File: config.mk
export PLATFORM = sky130hd
export DESIGN_NAME = fruit_bbox_detect_flat
export DESIGN_NICKNAME = d
export VERILOG_FILES = /design/src/rtl/fruit_bbox_detect_if.sv /design/src/rtl/fruit_bbox_detect.sv /design/src/flat_wrapper.sv
export SDC_FILE = /design/constraint.sdc
export NUM_CORES = 1
export LEC_CHECK = 0
export ABC_AREA = 0
export BUFFER_PORTS_ARGS = -buffer_cell sky130_fd_sc_hd__buf_2
export CORE_MARGIN = 8
export CORE_UTILIZATION = 50
export DETAILED_ROUTE_END_ITERATION = 7
export PLACE_DENSITY = 0.71
export SYNTH_ARGS = -nofsm -noshare
export SYNTH_HDL_FRONTEND = slang
export SYNTH_SLANG_ARGS = --single-unit
File: constraint.sdc
create_clock -name pixelclk -period 3.7 [get_ports pixelclk]
set_input_delay 0.74 -clock pixelclk [delete_from_list [all_inputs] [get_ports pixelclk]]
set_output_delay 0.74 -clock pixelclk [all_outputs]
set_load 0.05 [all_outputs]
File: src/rtl/fruit_bbox_detect_if.sv
// fruit_bbox_detect_if
// Bundles the windowed video input, the delayed video output and the latched
// per-frame detection results of fruit_bbox_detect.
//   master : video source / result consumer (drives i_*, reads everything else)
//   slave  : the detector (reads i_*, drives o_*, box_*, pix_cnt, box_valid, frame_done)
interface fruit_bbox_detect_if;
  logic [23:0] i_rgb;
  logic        i_hsync;
  logic        i_vsync;
  logic        i_de;
  logic [23:0] o_rgb;
  logic        o_hsync;
  logic        o_vsync;
  logic        o_de;
  logic [11:0] box_x_l;
  logic [11:0] box_x_r;
  logic [11:0] box_y_t;
  logic [11:0] box_y_b;
  logic [19:0] pix_cnt;
  logic        box_valid;
  logic        frame_done;

  modport master (
    output i_rgb, i_hsync, i_vsync, i_de,
    input  o_rgb, o_hsync, o_vsync, o_de,
    input  box_x_l, box_x_r, box_y_t, box_y_b, pix_cnt, box_valid, frame_done
  );

  modport slave (
    input  i_rgb, i_hsync, i_vsync, i_de,
    output o_rgb, o_hsync, o_vsync, o_de,
    output box_x_l, box_x_r, box_y_t, box_y_b, pix_cnt, box_valid, frame_done
  );
endinterface

File: src/rtl/fruit_bbox_detect.sv
// fruit_bbox_detect
// Classifies active pixels against a fixed RGB colour box, accumulates a
// per-frame bounding box and hit count, latches them at each frame start and
// passes the video through with a fixed 2-cycle latency.
// Ports:
//   pixelclk : pixel clock, rising edge
//   reset    : synchronous active-high reset
//   vif      : fruit_bbox_detect_if.slave (video in/out, latched results)
// Build option:
//   FRUIT_BBOX_OVERLAY_EN : when defined, the latched box border is drawn in
//                           BOX_COLOR on the output video (latency unchanged).
//
// state   | meaning
// --------+-----------------------------------------------------------------
// S_IDLE  | after reset, waiting for the first frame start; pixels ignored
// S_ACCUM | accumulating matches of the current frame
// S_LATCH | one cycle after frame start: results visible, frame_done=1,
//         | accumulators cleared (a de=1 pixel in this cycle is dropped)
module fruit_bbox_detect #(
  parameter int          R_MIN      = 150,
  parameter int          R_MAX      = 255,
  parameter int          G_MIN      = 0,
  parameter int          G_MAX      = 100,
  parameter int          B_MIN      = 0,
  parameter int          B_MAX      = 100,
  parameter int          MIN_PIXELS = 64,
  parameter bit          VS_POL     = 1'b1,
  parameter logic [23:0] BOX_COLOR  = 24'h00FF00
) (
  input logic                pixelclk,
  input logic                reset,
  fruit_bbox_detect_if.slave vif
);

  typedef enum logic [1:0] {S_IDLE, S_ACCUM, S_LATCH} state_e;

  function automatic logic in_range(logic [7:0] v, int lo, int hi);
    return (int'(v) >= lo) && (int'(v) <= hi);
  endfunction

  state_e      state_q, state_d;
  logic        vs_prev_q, vs_prev_d;
  logic        de_prev_q, de_prev_d;
  logic [11:0] x_q, x_d, y_q, y_d;
  logic [11:0] xmin_q, xmin_d, xmax_q, xmax_d;
  logic [11:0] ymin_q, ymin_d, ymax_q, ymax_d;
  logic [19:0] cnt_q, cnt_d;
  logic [11:0] box_x_l_q, box_x_l_d, box_x_r_q, box_x_r_d;
  logic [11:0] box_y_t_q, box_y_t_d, box_y_b_q, box_y_b_d;
  logic [19:0] pix_cnt_q, pix_cnt_d;
  logic        box_valid_q, box_valid_d;
  logic [23:0] rgb_s1_q, rgb_s1_d, rgb_s2_q, rgb_s2_d;
  logic        hs_s1_q, hs_s1_d, hs_s2_q, hs_s2_d;
  logic        vs_s1_q, vs_s1_d, vs_s2_q, vs_s2_d;
  logic        de_s1_q, de_s1_d, de_s2_q, de_s2_d;

  logic fs, de_fall, match;
  logic acc_clr, acc_en, res_load;

  always_comb begin
    vs_prev_d = (vif.i_vsync == VS_POL);
    de_prev_d = vif.i_de;
    fs        = (vif.i_vsync == VS_POL) & ~vs_prev_q;
    de_fall   = de_prev_q & ~vif.i_de;
    match     = vif.i_de
              & in_range(vif.i_rgb[23:16], R_MIN, R_MAX)
              & in_range(vif.i_rgb[15:8],  G_MIN, G_MAX)
              & in_range(vif.i_rgb[7:0],   B_MIN, B_MAX);

    x_d = vif.i_de ? x_q + 12'd1 : 12'd0;
    if (fs)           y_d = 12'd0;
    else if (de_fall) y_d = y_q + 12'd1;
    else              y_d = y_q;

    state_d  = state_q;
    acc_clr  = 1'b0;
    acc_en   = 1'b0;
    res_load = 1'b0;
    case (state_q)
      S_IDLE: begin
        if (fs) begin
          state_d = S_ACCUM;
          acc_clr = 1'b1;
        end
      end
      S_ACCUM: begin
        // The pixel on the fs cycle still belongs to the frame being closed.
        acc_en = match;
        if (fs) begin
          state_d  = S_LATCH;
          res_load = 1'b1;
        end
      end
      S_LATCH: begin
        state_d = S_ACCUM;
        acc_clr = 1'b1;
      end
      default: state_d = S_IDLE;
    endcase

    xmin_d = xmin_q;
    xmax_d = xmax_q;
    ymin_d = ymin_q;
    ymax_d = ymax_q;
    cnt_d  = cnt_q;
    if (acc_clr) begin
      xmin_d = 12'hFFF;
      xmax_d = 12'h000;
      ymin_d = 12'hFFF;
      ymax_d = 12'h000;
      cnt_d  = 20'd0;
    end else if (acc_en) begin
      if (x_q < xmin_q) xmin_d = x_q;
      if (x_q > xmax_q) xmax_d = x_q;
      if (y_q < ymin_q) ymin_d = y_q;
      if (y_q > ymax_q) ymax_d = y_q;
      if (cnt_q != 20'hFFFFF) cnt_d = cnt_q + 20'd1;
    end

    // Results are loaded from the updated accumulators on the fs edge so that
    // they are already stable during the LATCH cycle that carries frame_done.
    box_x_l_d   = res_load ? xmin_d : box_x_l_q;
    box_x_r_d   = res_load ? xmax_d : box_x_r_q;
    box_y_t_d   = res_load ? ymin_d : box_y_t_q;
    box_y_b_d   = res_load ? ymax_d : box_y_b_q;
    pix_cnt_d   = res_load ? cnt_d  : pix_cnt_q;
    box_valid_d = res_load ? (cnt_d >= 20'(MIN_PIXELS)) : box_valid_q;

    rgb_s1_d = vif.i_rgb;
    hs_s1_d  = vif.i_hsync;
    vs_s1_d  = vif.i_vsync;
    de_s1_d  = vif.i_de;
    hs_s2_d  = hs_s1_q;
    vs_s2_d  = vs_s1_q;
    de_s2_d  = de_s1_q;
  end

`ifdef FRUIT_BBOX_OVERLAY_EN
  logic [11:0] x_s1_q, x_s1_d, y_s1_q, y_s1_d;
  logic        on_border;

  always_comb begin
    x_s1_d    = x_q;
    y_s1_d    = y_q;
    on_border = (((x_s1_q == box_x_l_q) || (x_s1_q == box_x_r_q)) &&
                 (y_s1_q >= box_y_t_q) && (y_s1_q <= box_y_b_q)) ||
                (((y_s1_q == box_y_t_q) || (y_s1_q == box_y_b_q)) &&
                 (x_s1_q >= box_x_l_q) && (x_s1_q <= box_x_r_q));
    rgb_s2_d  = (box_valid_q && de_s1_q && on_border) ? BOX_COLOR : rgb_s1_q;
  end

  always_ff @(posedge pixelclk) begin
    if (reset) begin
      x_s1_q <= '0;
      y_s1_q <= '0;
    end else begin
      x_s1_q <= x_s1_d;
      y_s1_q <= y_s1_d;
    end
  end
`else
  logic [23:0] unused_box_color;
  assign unused_box_color = BOX_COLOR;

  always_comb begin
    rgb_s2_d = rgb_s1_q;
  end
`endif

  always_ff @(posedge pixelclk) begin
    if (reset) begin
      state_q     <= S_IDLE;
      vs_prev_q   <= 1'b0;
      de_prev_q   <= 1'b0;
      x_q         <= '0;
      y_q         <= '0;
      xmin_q      <= 12'hFFF;
      xmax_q      <= '0;
      ymin_q      <= 12'hFFF;
      ymax_q      <= '0;
      cnt_q       <= '0;
      box_x_l_q   <= '0;
      box_x_r_q   <= '0;
      box_y_t_q   <= '0;
      box_y_b_q   <= '0;
      pix_cnt_q   <= '0;
      box_valid_q <= 1'b0;
      rgb_s1_q    <= '0;
      hs_s1_q     <= 1'b0;
      vs_s1_q     <= 1'b0;
      de_s1_q     <= 1'b0;
      rgb_s2_q    <= '0;
      hs_s2_q     <= 1'b0;
      vs_s2_q     <= 1'b0;
      de_s2_q     <= 1'b0;
    end else begin
      state_q     <= state_d;
      vs_prev_q   <= vs_prev_d;
      de_prev_q   <= de_prev_d;
      x_q         <= x_d;
      y_q         <= y_d;
      xmin_q      <= xmin_d;
      xmax_q      <= xmax_d;
      ymin_q      <= ymin_d;
      ymax_q      <= ymax_d;
      cnt_q       <= cnt_d;
      box_x_l_q   <= box_x_l_d;
      box_x_r_q   <= box_x_r_d;
      box_y_t_q   <= box_y_t_d;
      box_y_b_q   <= box_y_b_d;
      pix_cnt_q   <= pix_cnt_d;
      box_valid_q <= box_valid_d;
      rgb_s1_q    <= rgb_s1_d;
      hs_s1_q     <= hs_s1_d;
      vs_s1_q     <= vs_s1_d;
      de_s1_q     <= de_s1_d;
      rgb_s2_q    <= rgb_s2_d;
      hs_s2_q     <= hs_s2_d;
      vs_s2_q     <= vs_s2_d;
      de_s2_q     <= de_s2_d;
    end
  end

  assign vif.o_rgb      = rgb_s2_q;
  assign vif.o_hsync    = hs_s2_q;
  assign vif.o_vsync    = vs_s2_q;
  assign vif.o_de       = de_s2_q;
  assign vif.box_x_l    = box_x_l_q;
  assign vif.box_x_r    = box_x_r_q;
  assign vif.box_y_t    = box_y_t_q;
  assign vif.box_y_b    = box_y_b_q;
  assign vif.pix_cnt    = pix_cnt_q;
  assign vif.box_valid  = box_valid_q;
  assign vif.frame_done = (state_q == S_LATCH);

endmodule

File: src/flat_wrapper.sv
// flat-port wrapper written by rule: the top's interface ports become plain ports
module fruit_bbox_detect_flat 
#(
  parameter int          R_MIN      = 150,
  parameter int          R_MAX      = 255,
  parameter int          G_MIN      = 0,
  parameter int          G_MAX      = 100,
  parameter int          B_MIN      = 0,
  parameter int          B_MAX      = 100,
  parameter int          MIN_PIXELS = 64,
  parameter bit          VS_POL     = 1'b1,
  parameter logic [23:0] BOX_COLOR  = 24'h00FF00
)
  (pixelclk, reset, vif_i_rgb, vif_i_hsync, vif_i_vsync, vif_i_de, vif_o_rgb, vif_o_hsync, vif_o_vsync, vif_o_de, vif_box_x_l, vif_box_x_r, vif_box_y_t, vif_box_y_b, vif_pix_cnt, vif_box_valid, vif_frame_done);
  fruit_bbox_detect_if vif_i ();
  input logic pixelclk;
  input logic reset;
  input wire logic [$bits(vif_i.i_rgb)-1:0] vif_i_rgb;
  input wire logic [$bits(vif_i.i_hsync)-1:0] vif_i_hsync;
  input wire logic [$bits(vif_i.i_vsync)-1:0] vif_i_vsync;
  input wire logic [$bits(vif_i.i_de)-1:0] vif_i_de;
  output wire logic [$bits(vif_i.o_rgb)-1:0] vif_o_rgb;
  output wire logic [$bits(vif_i.o_hsync)-1:0] vif_o_hsync;
  output wire logic [$bits(vif_i.o_vsync)-1:0] vif_o_vsync;
  output wire logic [$bits(vif_i.o_de)-1:0] vif_o_de;
  output wire logic [$bits(vif_i.box_x_l)-1:0] vif_box_x_l;
  output wire logic [$bits(vif_i.box_x_r)-1:0] vif_box_x_r;
  output wire logic [$bits(vif_i.box_y_t)-1:0] vif_box_y_t;
  output wire logic [$bits(vif_i.box_y_b)-1:0] vif_box_y_b;
  output wire logic [$bits(vif_i.pix_cnt)-1:0] vif_pix_cnt;
  output wire logic [$bits(vif_i.box_valid)-1:0] vif_box_valid;
  output wire logic [$bits(vif_i.frame_done)-1:0] vif_frame_done;
  assign vif_i.i_rgb = vif_i_rgb;
  assign vif_i.i_hsync = vif_i_hsync;
  assign vif_i.i_vsync = vif_i_vsync;
  assign vif_i.i_de = vif_i_de;
  assign vif_o_rgb = vif_i.o_rgb;
  assign vif_o_hsync = vif_i.o_hsync;
  assign vif_o_vsync = vif_i.o_vsync;
  assign vif_o_de = vif_i.o_de;
  assign vif_box_x_l = vif_i.box_x_l;
  assign vif_box_x_r = vif_i.box_x_r;
  assign vif_box_y_t = vif_i.box_y_t;
  assign vif_box_y_b = vif_i.box_y_b;
  assign vif_pix_cnt = vif_i.pix_cnt;
  assign vif_box_valid = vif_i.box_valid;
  assign vif_frame_done = vif_i.frame_done;
  fruit_bbox_detect #(.R_MIN(R_MIN), .R_MAX(R_MAX), .G_MIN(G_MIN), .G_MAX(G_MAX), .B_MIN(B_MIN), .B_MAX(B_MAX), .MIN_PIXELS(MIN_PIXELS), .VS_POL(VS_POL), .BOX_COLOR(BOX_COLOR)) u_core (.pixelclk(pixelclk), .reset(reset), .vif(vif_i));
endmodule
==> impl_metrics.py, run 1 <==
metrics = {
    "detailed_routing": {
        "wl_per_cell_um": 15.4,
        "num_vias": 7437,
        "drt_iter0_drc": 369,
        "dr.pass1.iters": 4,
        "ant_nets": 0,
        "vias_per_cell": 5.46,
        "routed_wirelength_um": 21000,
        "route.detailed.drc": 0,
    },
    "synth": {
        "synth_common_cells": "217 x dfxtp_1, 111 x nor2_1, 88 x nand3_1",
        "syn_nets": 1086,
        "synth_cell_types": 54,
        "synth_edf_count": 0,
        "synth_cells": 1008,
        "synth_area_leaders": "dfxtp_1 48%, ha_1 6.8%, nand3_1 4.9%, nor2_1 4.6%, nor2b_1 4.1%",
        "synth_most_common_cell": "dfxtp_1",
        "seq_area_frac_synth_pct": 47.9,
        "ys.flop_type": "dfxtp_1",
        "yosysTopAreaCell": "dfxtp_1",
        "netlist_area_mm2": 0.00907,
        "synthArstFlopShare_pct": 0,
        "syn_avg_cell_area_um2": 9.00,
        "yosysWarnings": 0,
        "ys_ff_latch": 217,
        "yosysTopAreaCellShare_pct": 47.9,
    },
    "setup_path": {
        "critical_path_class": "flip-flop to flip-flop",
        "endpoint_kind": "flip-flop",
        "slowest_stage": "o41ai_2",
        "critPathMaxStageDelay_ps": 700,
        "crit_top_cell": "o21a_1",
        "critPathArrivalTime_ps": 3380,
        "critPathLaunchType": "flip-flop",
        "crit_chain": "ha_1, nor2b_1, o21a_1, o21a_1, o21a_1, o41ai_2, buf_4, mux2i_1, a211oi_1",
        "r2r_slack_ps": 680,
        "cp.buffers_inverters": 1,
        "cp.required_ps": 4060,
        "cp_max_fo": 8,
        "cp_top_family": "compound AO/OA/AOI/OAI gates",
    },
    "sta": {
        "slew_violations": 0,
        "hold_slack_ps": 429,
        "clock_skew_ps": 11.3,
        "max_slew_margin_pct": 35.2,
        "worst_slack_ps": 681,
        "worst_pin_slew_ps": 972,
        "finalHoldViolCount": 0,
        "setup_tns_ps": 0,
        "finalSetupViolCount": 0,
        "rsz0062_at_grt": "no",
        "fin_crit_sh_pct": 81.6,
        "fmax_mhz": 331,
        "final.min_clock_period_ps": 3020,
    },
    "clocking": {
        "root_buffer": "clkbuf_16",
        "clock_path_buffers": 3,
        "htree_levels": 1,
        "cts-resized-gates": 0,
        "post_cts_buffers": 0,
        "cts_tree": "built",
        "clkLatencyLatePin_ps": 500,
        "clk_pin_slew_ps": 60,
        "cts_sinks": 217,
        "numCtsBuffers": 23,
        "holdBufCountCts": 0,
    },
    "finish": {
        "area_delta_synth_final_pct": 17.7,
        "multi_input_area_mm2": 0.00430,
        "seqCellArea_mm2": 0.00434,
        "fillers": 1613,
        "stdcell_count": 1363,
        "nets": 1197,
        "drive_above_1_share_pct": 16.9,
        "n_antenna_cell": 0,
    },
    "outcome": {
        "status": "finished clean",
    },
    "die": {
        "die_area_mm2": 0.0227,
        "dieWidth_um": 151,
        "rows": 49,
        "ioPinCount": 126,
        "fp.dieH_um": 151,
        "start_util_pct": 50.6,
        "fp.coreArea_mm2": 0.0179,
    },
    "grt": {
        "grt_usage_pct": 18.4,
        "grt_pass1_wl_um": 34900,
        "grt_antenna_before_repair": 0,
        "grt_max_degree": 97,
        "grt_pass1_vias": 7159,
        "overflow": 0,
    },
    "placed_design": {
        "dp.cells": 1323,
        "portBuffers": 125,
        "post-place-ws_ps": 461,
        "hpwlAfterDp_um": 14700,
        "routabilityCongestion": 0.851,
    },
    "power": {
        "total_leakage_power_nw": 4.69,
        "power_density_mw_per_mm2": 478,
        "power_w": 0.00510,
        "ir_drop_uv": 353,
    },
    "run": {
        "maxCapViolations": 0,
    },
    "min_path": {
        "hp-class": "flip-flop to flip-flop",
    },
}
## worst paths after layout
check                                    startpoint                    end  depth (start not counted)
worst min-delay path            u_core.rgb_s1_q[19]   u_core.vif.o_rgb[19]                          1
worst max-delay path                  u_core.y_q[1]  u_core.vif.box_y_b[6]                          9
worst max register to register        u_core.y_q[1]  u_core.vif.box_y_b[6]                          9
worst min register to register  u_core.rgb_s1_q[19]   u_core.vif.o_rgb[19]                          1
## registers in the layout (all words and copies together) (netlist names)
| signal | cells |
|---|---|
| u_core.vif.o_rgb | 24 |
| u_core.de_prev_q | 1 |
| u_core.hs_s1_q | 1 |
| u_core.vif.box_y_b | 12 |
| u_core.vif.box_x_r | 12 |
| u_core.xmax_q | 12 |
| u_core.x_q | 12 |
| u_core.y_q | 12 |
| u_core.vif.o_hsync | 1 |
| u_core.vif.o_vsync | 1 |
| u_core.vif.box_x_l | 12 |
| u_core.state_q | 2 |
| u_core.vif.box_valid | 1 |
| u_core.rgb_s1_q | 24 |
| u_core.cnt_q | 20 |
| u_core.vif.box_y_t | 12 |
| u_core.vif.o_de | 1 |
| u_core.ymin_q | 12 |
| u_core.vif.pix_cnt | 20 |
| u_core.xmin_q | 12 |
| u_core.ymax_q | 12 |
| u_core.vs_prev_q | 1 |
## final cells by class
| type | instances | area share (%) |
|---|---|---|
| multi-input combinational | 682 | 40.3 |
| timing repair buffer | 145 | 7.41 |
| clock buffer | 35 | 6.38 |
| tap | 229 | 2.68 |
| clock inverter | 5 | 0.739 |
| sequential | 217 | 40.7 |
| inverter | 50 | 1.76 |
## logic make-up after synthesis
group / Yosys count / synth area share [%]
compound gates: 197 / 14.6
mux: 14 / 1.55
fa+ha+maj: 49 / 6.76
buf+inv: 109 / 4.66
xor+xnor: 25 / 2.41
simple gates: 397 / 22.1
flops: 217 / 47.9
## report_power, final
part,switching (W),total (W),internal [W]
combinational,0.000292,0.000394,0.000102
clock,0.000885,0.00229,0.00140
sequential,0.0000245,0.00242,0.00240
## per-stage QoR
step	cell area (µm²)	utilization, %
final	10700	59.6
after detailed placement	9910	55.4
after CTS	10700	59.6
after global placement	9910	55.4
after floorplan	9070	-
after global routing	10700	59.6
## worst reg2reg max path, stage by stage (launching register included)
cell	delay (ps)
dfxtp_1	500
ha_1	300
nor2b_1	130
o21a_1	160
o21a_1	160
o21a_1	180
o41ai_2	700
buf_4	320
mux2i_1	310
a211oi_1	110
## cell usage in the layout, fill, tap and decap left out, types with 18 or more instances in the layout
master,Yosys,routed
a21oi_1,56,56
nand2_1,52,52
a311oi_1,36,36
ha_1,49,49
o21ai_1,40,40
nor2b_1,60,60
inv_1,50,50
clkbuf_16,0,23
xor2_1,18,18
dfxtp_1,217,217
nand3_1,88,88
buf_2,5,124
buf_4,0,20
nor2_1,111,111
## metal layers
layer	GRT usage (%)	up-vias	wire (µm)
met5	0	-	0
met3	3.37	23	1250
li1	-	3775	-
met4	4.21	0	263
met1	23.8	3476	9720
met2	31.1	163	9750
No activity file was read; power rests on OpenSTA's default activity.
==> inputs of run 2 (changes only) <==
- PLACE_DENSITY: 0.71 -> 0.74
- clock period: 3.7 -> 2.54 ns (I/O delays scaled with it)
==> run 2 against run 1 <==
Clock skew is 5.3 ps higher. Maximum frequency is 24% higher. Power is 48% higher. Global-route usage is 0.46 points higher. Combinational power is 51% higher. Sequential power is 46% higher. Utilization is 3.0 points higher. Final area is 5.0% higher. Final cell count is 3.6% higher. Sequential cell count stayed put. Non-clock buffer count is 48 higher. Clock power is 49% higher. Critical path type unchanged.
==> impl_metrics.py, run 2 (synthesis results as in run 1) <==
metrics = {
    "die": {
        "ioPinCount": 126,
        "start_util_pct": 50.6,
        "fp.dieH_um": 151,
        "fp.coreArea_mm2": 0.0179,
        "dieWidth_um": 151,
        "die_area_mm2": 0.0227,
        "rows": 49,
    },
    "finish": {
        "drive_above_1_share_pct": 21.8,
        "fillers": 1482,
        "nets": 1245,
        "area_delta_synth_final_pct": 23.6,
        "final_cell_mix": "216 x dfxtp_1, 124 x buf_2, 111 x nor2_1",
        "n_antenna_cell": 0,
        "mostFrequentLayoutCell": "dfxtp_1",
        "stdcell_count": 1412,
    },
    "setup_path": {
        "rr_endpoint": "u_core.vif.box_valid",
        "cp.buffers_inverters": 1,
        "rr_worst_depth": 8,
        "r2r-start": "u_core.state_q[1]",
        "critPathArrivalTime_ps": 2880,
        "cp_top_family": "simple AND/OR/NAND/NOR gates",
        "crit_top_cell": "nand4_1",
        "crit_chain": "and2b_1, nand4_1, or4_4, buf_12, or4_1, nand4_1, a2111oi_2, a31oi_1",
        "cp.required_ps": 2980,
        "endpoint_kind": "flip-flop",
        "critPathLaunchType": "flip-flop",
        "cp_max_fo": 28,
        "critical_path_class": "flip-flop to flip-flop",
        "slowest_stage": "or4_1",
        "r2r_slack_ps": 100,
        "critPathMaxStageDelay_ps": 570,
    },
    "min_path": {
        "hold_depth": 2,
        "hp-class": "input port to flip-flop",
        "holdPathEnd": "u_core.rgb_s1_q[16]",
        "worstHoldStart": "vif_i_rgb[16]",
    },
    "sta": {
        "setup_tns_ps": 0,
        "final.min_clock_period_ps": 2440,
        "clock_skew_ps": 16.6,
        "max_slew_margin_pct": 56.8,
        "worst_pin_slew_ps": 646,
        "finalHoldViolCount": 0,
        "slew_violations": 0,
        "fin_crit_sh_pct": 96.0,
        "hold_slack_ps": 208,
        "rsz0062_at_grt": "yes",
        "fmax_mhz": 410,
        "finalSetupViolCount": 0,
    },
    "power": {
        "ir_drop_uv": 584,
        "power_density_mw_per_mm2": 672,
        "power_w": 0.00753,
        "total_leakage_power_nw": 4.97,
    },
    "clocking": {
        "cts_tree": "built",
        "numCtsBuffers": 23,
        "post_cts_buffers": 0,
        "clock_path_buffers": 3,
        "clkLatencyLatePin_ps": 510,
        "clk_pin_slew_ps": 60,
        "cts_sinks": 217,
        "htree_levels": 1,
        "root_buffer": "clkbuf_16",
    },
    "detailed_routing": {
        "routed_wirelength_um": 21700,
        "wl_met3_um": 1260,
        "ant_nets": 0,
        "route.detailed.drc": 0,
        "wl_met2_um": 9990,
        "vias_per_cell": 5.38,
        "wirelength_met1_um": 10100,
        "wl_per_cell_um": 15.4,
        "num_vias": 7599,
        "drt_iter0_drc": 472,
        "dr.pass1.iters": 7,
        "routed.top_layer": "met4",
    },
    "grt": {
        "grt_max_degree": 99,
        "grt_usage_pct": 18.8,
        "overflow": 0,
        "grt_pass1_wl_um": 35600,
        "grt_antenna_before_repair": 0,
        "grt_pass1_vias": 7369,
    },
    "placed_design": {
        "routabilityCongestion": 0.853,
        "portBuffers": 125,
        "dp.cells": 1371,
        "hpwlAfterDp_um": 15600,
    },
    "outcome": {
        "status": "finished clean",
    },
    "run": {
        "maxCapViolations": 0,
    },
}
[run 2: cell types whose count changed in the layout (fill, tap and decap cells not counted), sizes merged]
cell,before,now
clkinvlp,0,4
clkinv,2,4
clkbuf,35,30
buf,145,193
[run 2: per-layer routing]
layer  global-route usage, %  vias up
met5                       0        -
met3                    3.22       33
li1                        -     3879
met4                    4.95        0
met2                    31.3      179
met1                    24.8     3508
[run 2: repair_timing]
item,4_1_cts,5_1_grt
resized for setup,1,12
hold buffers,0,0
endpoints found under the setup margin,1,44
pin swaps,0,3
[run 2: worst max-delay path by stage]
stage	to	cells past startpoint	slack, ps	startpoint
6_report	u_core.vif.box_valid	8	100	u_core.state_q[1]
5_1_grt	u_core.vif.box_valid	8	-100	u_core.state_q[1]
4_1_cts	u_core.vif.box_valid	8	8	u_core.state_q[1]
3_5_place_dp	u_core.vif.box_valid	9	-260	vif_i_rgb[0]
3_3_place_gp	u_core.vif.box_valid	9	-180	vif_i_rgb[0]
2_1_floorplan	u_core.vif.box_valid	9	20	vif_i_rgb[0]
[run 2: per-stage QoR]
| stage | setup WS (ps) | area [µm²] | utilization [%] |
|---|---|---|---|
| after floorplan | 19.0 | 9090 | - |
| after global placement | -183 | 10400 | 57.8 |
| after detailed placement | -258 | 10400 | 57.8 |
| after CTS | 8.28 | 11100 | 62.3 |
| after global routing | -97.5 | 11200 | 62.6 |
| final | 101 | 11200 | 62.6 |
[run 2: final cells by class]
cell class	instances	area [µm²]	share of cell area (%)
clock buffers	30	652	5.82
clock inverters	11	134	1.19
inverters	50	188	1.67
multi-input cells	682	4400	39.3
flip-flops and latches	217	4350	38.8
well taps	229	287	2.56
repair buffers	193	1200	10.7
[run 2: report_power, final]
group	switching [W]	internal [W]	leakage, nW
sequential	0.0000364	0.00349	1.77
combinational	0.000431	0.000164	2.83
clock	0.00138	0.00203	0.376
==> inputs of run 3 (changes only) <==
- RECOVER_POWER: unset -> 25
==> run 3 against run 2 <==
Clock power about the same. The run now ends with capacitance limit, slew limit left. Combinational power decreased by 0.7%. Utilization decreased by 0.18 points. Non-clock buffer count unchanged. Wire length increased by 0.16%. Largest power group unchanged. Power about the same. Clock skew about the same. Die area unchanged. Sequential share of layout area increased by 0.11 points. Hold slack about the same. Final area decreased by 0.29%. First-iteration DRC count increased by 3.6%.
==> impl_metrics.py, run 3 (synthesis results as in run 1) <==
metrics = {
    "detailed_routing": {
        "vias_per_cell": 5.39,
        "num_vias": 7616,
        "wl_met2_um": 9980,
        "drt_iter0_drc": 489,
        "routed_wirelength_um": 21700,
        "wl_met3_um": 1180,
        "wirelength_met1_um": 10200,
        "route.detailed.drc": 0,
        "wl_per_cell_um": 15.4,
        "ant_nets": 0,
        "routed.top_layer": "met4",
        "dr.pass1.iters": 6,
    },
    "die": {
        "fp.dieH_um": 151,
        "rows": 49,
        "ioPinCount": 126,
        "start_util_pct": 50.6,
        "dieWidth_um": 151,
        "die_area_mm2": 0.0227,
        "fp.coreArea_mm2": 0.0179,
    },
    "setup_path": {
        "endpoint_kind": "flip-flop",
        "critPathMaxStageDelay_ps": 570,
        "crit_path_start": "u_core.state_q[1]",
        "slowest_stage": "or4_1",
        "critPathLaunchType": "flip-flop",
        "r2r-start": "u_core.state_q[1]",
        "cp_max_fo": 28,
        "crit_top_cell": "nand4_1",
        "rr_worst_depth": 8,
        "critPathArrivalTime_ps": 2890,
        "cp.required_ps": 2980,
        "rr_endpoint": "u_core.vif.box_valid",
        "r2r_slack_ps": 90,
        "critical_path_class": "flip-flop to flip-flop",
        "crit_chain": "and2b_1, nand4_1, or4_4, buf_12, or4_1, nand4_1, a2111oi_2, a31oi_1",
    },
    "placed_design": {
        "routabilityCongestion": 0.853,
        "hpwlAfterDp_um": 15600,
        "place_area_mm2": 0.0104,
        "portBuffers": 125,
    },
    "sta": {
        "finalHoldViolCount": 0,
        "worst_pin_slew_ps": 1890,
        "final.min_clock_period_ps": 2450,
        "rsz0062_at_grt": "yes",
        "clock_skew_ps": 16.6,
        "fmax_mhz": 409,
        "finalSetupViolCount": 0,
        "max_slew_margin_pct": -25.7,
        "slew_violations": 99,
        "fin_crit_sh_pct": 96.3,
    },
    "min_path": {
        "holdPathEnd": "u_core.rgb_s1_q[16]",
        "worstHoldStart": "vif_i_rgb[16]",
        "hp-class": "input port to flip-flop",
        "hold_depth": 2,
    },
    "finish": {
        "nets": 1245,
        "fillers": 1490,
        "area_delta_synth_final_pct": 23.3,
        "n_antenna_cell": 0,
        "drive_above_1_share_pct": 21.5,
        "mostFrequentLayoutCell": "dfxtp_1",
        "final_cell_mix": "216 x dfxtp_1, 124 x buf_2, 111 x nor2_1",
        "fin_area_mm2": 0.0112,
    },
    "power": {
        "power_density_mw_per_mm2": 673,
        "swShare_pct": 24.5,
        "power_frac_comb_pct": 7.9,
        "total_leakage_power_nw": 4.95,
        "clkPwrFrac_pct": 45.3,
        "p_switching_w": 0.00184,
        "pwr-share-seq_pct": 46.9,
        "ir_drop_uv": 583,
        "power_w": 0.00753,
        "intPower_w": 0.00568,
    },
    "clocking": {
        "cts_sinks": 217,
        "root_buffer": "clkbuf_16",
        "htree_levels": 1,
        "holdBufCountCts": 0,
        "numCtsBuffers": 23,
        "clock_path_buffers": 3,
        "cts_tree": "built",
        "clk_pin_slew_ps": 60,
        "clkLatencyLatePin_ps": 510,
    },
    "outcome": {
        "violations": "capacitance limit, slew limit",
        "status": "finished with violations",
    },
    "grt": {
        "grt_max_degree": 99,
        "overflow": 0,
        "grt_usage_pct": 18.8,
        "grt_antenna_before_repair": 0,
        "grt_pass1_wl_um": 35600,
        "grt_pass1_vias": 7369,
    },
    "run": {
        "maxCapViolations": 1,
    },
}
==> run 3: worst max path at each step <==
stage	endpoint	slack [ps]	cells after the start
after floorplan	u_core.vif.box_valid	20	9
final	u_core.vif.box_valid	90	8
after global routing	u_core.vif.box_valid	-100	8
after global placement	u_core.vif.box_valid	-180	9
after detailed placement	u_core.vif.box_valid	-260	9
after CTS	u_core.vif.box_valid	8	8
==> run 3: power by group through the flow <==
stage	clock, W	sequential [W]	combinational, W
5_1_grt	0.00363	0.00354	0.000633
3_3_place_gp	0	0.00360	0.000590
2_1_floorplan	0	0.00381	0.000211
3_5_place_dp	0	0.00360	0.000596
4_1_cts	0.00347	0.00353	0.000599
6_report	0.00341	0.00353	0.000591
==> run 3: layout make-up <==
class	count	area, µm²	area share, %
multi-input combinational	682	4400	39.4
tap	229	287	2.56
clock inverter	11	134	1.20
clock buffer	30	652	5.83
sequential	217	4350	38.9
inverter	50	188	1.68
timing repair buffer	193	1170	10.5
==> run 3: what timing repair did <==
| action | CTS | global route |
|---|---|---|
| gates resized for setup | 1 | 12 |
| pin swaps | 0 | 3 |
| endpoints found under the setup margin | 1 | 44 |
| buffers inserted | 0 | 0 |
==> run 3: per-stage QoR <==
step	utilization, %	setup WS, ps	setup TNS (ps)	hold slack (ps)	std cells
6_report	62.4	94.6	0	208	1412
3_3_place_gp	57.8	-183	-4210	415	1371
3_5_place_dp	57.8	-258	-9520	420	1371
5_1_grt	62.4	-97.5	-388	205	1412
4_1_cts	62.3	8.28	0	191	1412
2_1_floorplan	-	19.0	0	414	1008
==> run 3: layer usage <==
layer | global-route usage [%] | vias to the layer above
met5 | 0 | -
met4 | 4.95 | 0
met3 | 3.22 | 35
met2 | 31.3 | 174
met1 | 24.8 | 3531
li1 | - | 3876
==> run 3: critical path: cells and delay by family, from the launching register on <==
| kind | cells | cell delay (ps) |
|---|---|---|
| flops | 1 | 310 |
| buf+inv | 1 | 190 |
| compound gates | 2 | 270 |
| simple gates | 5 | 1600 |
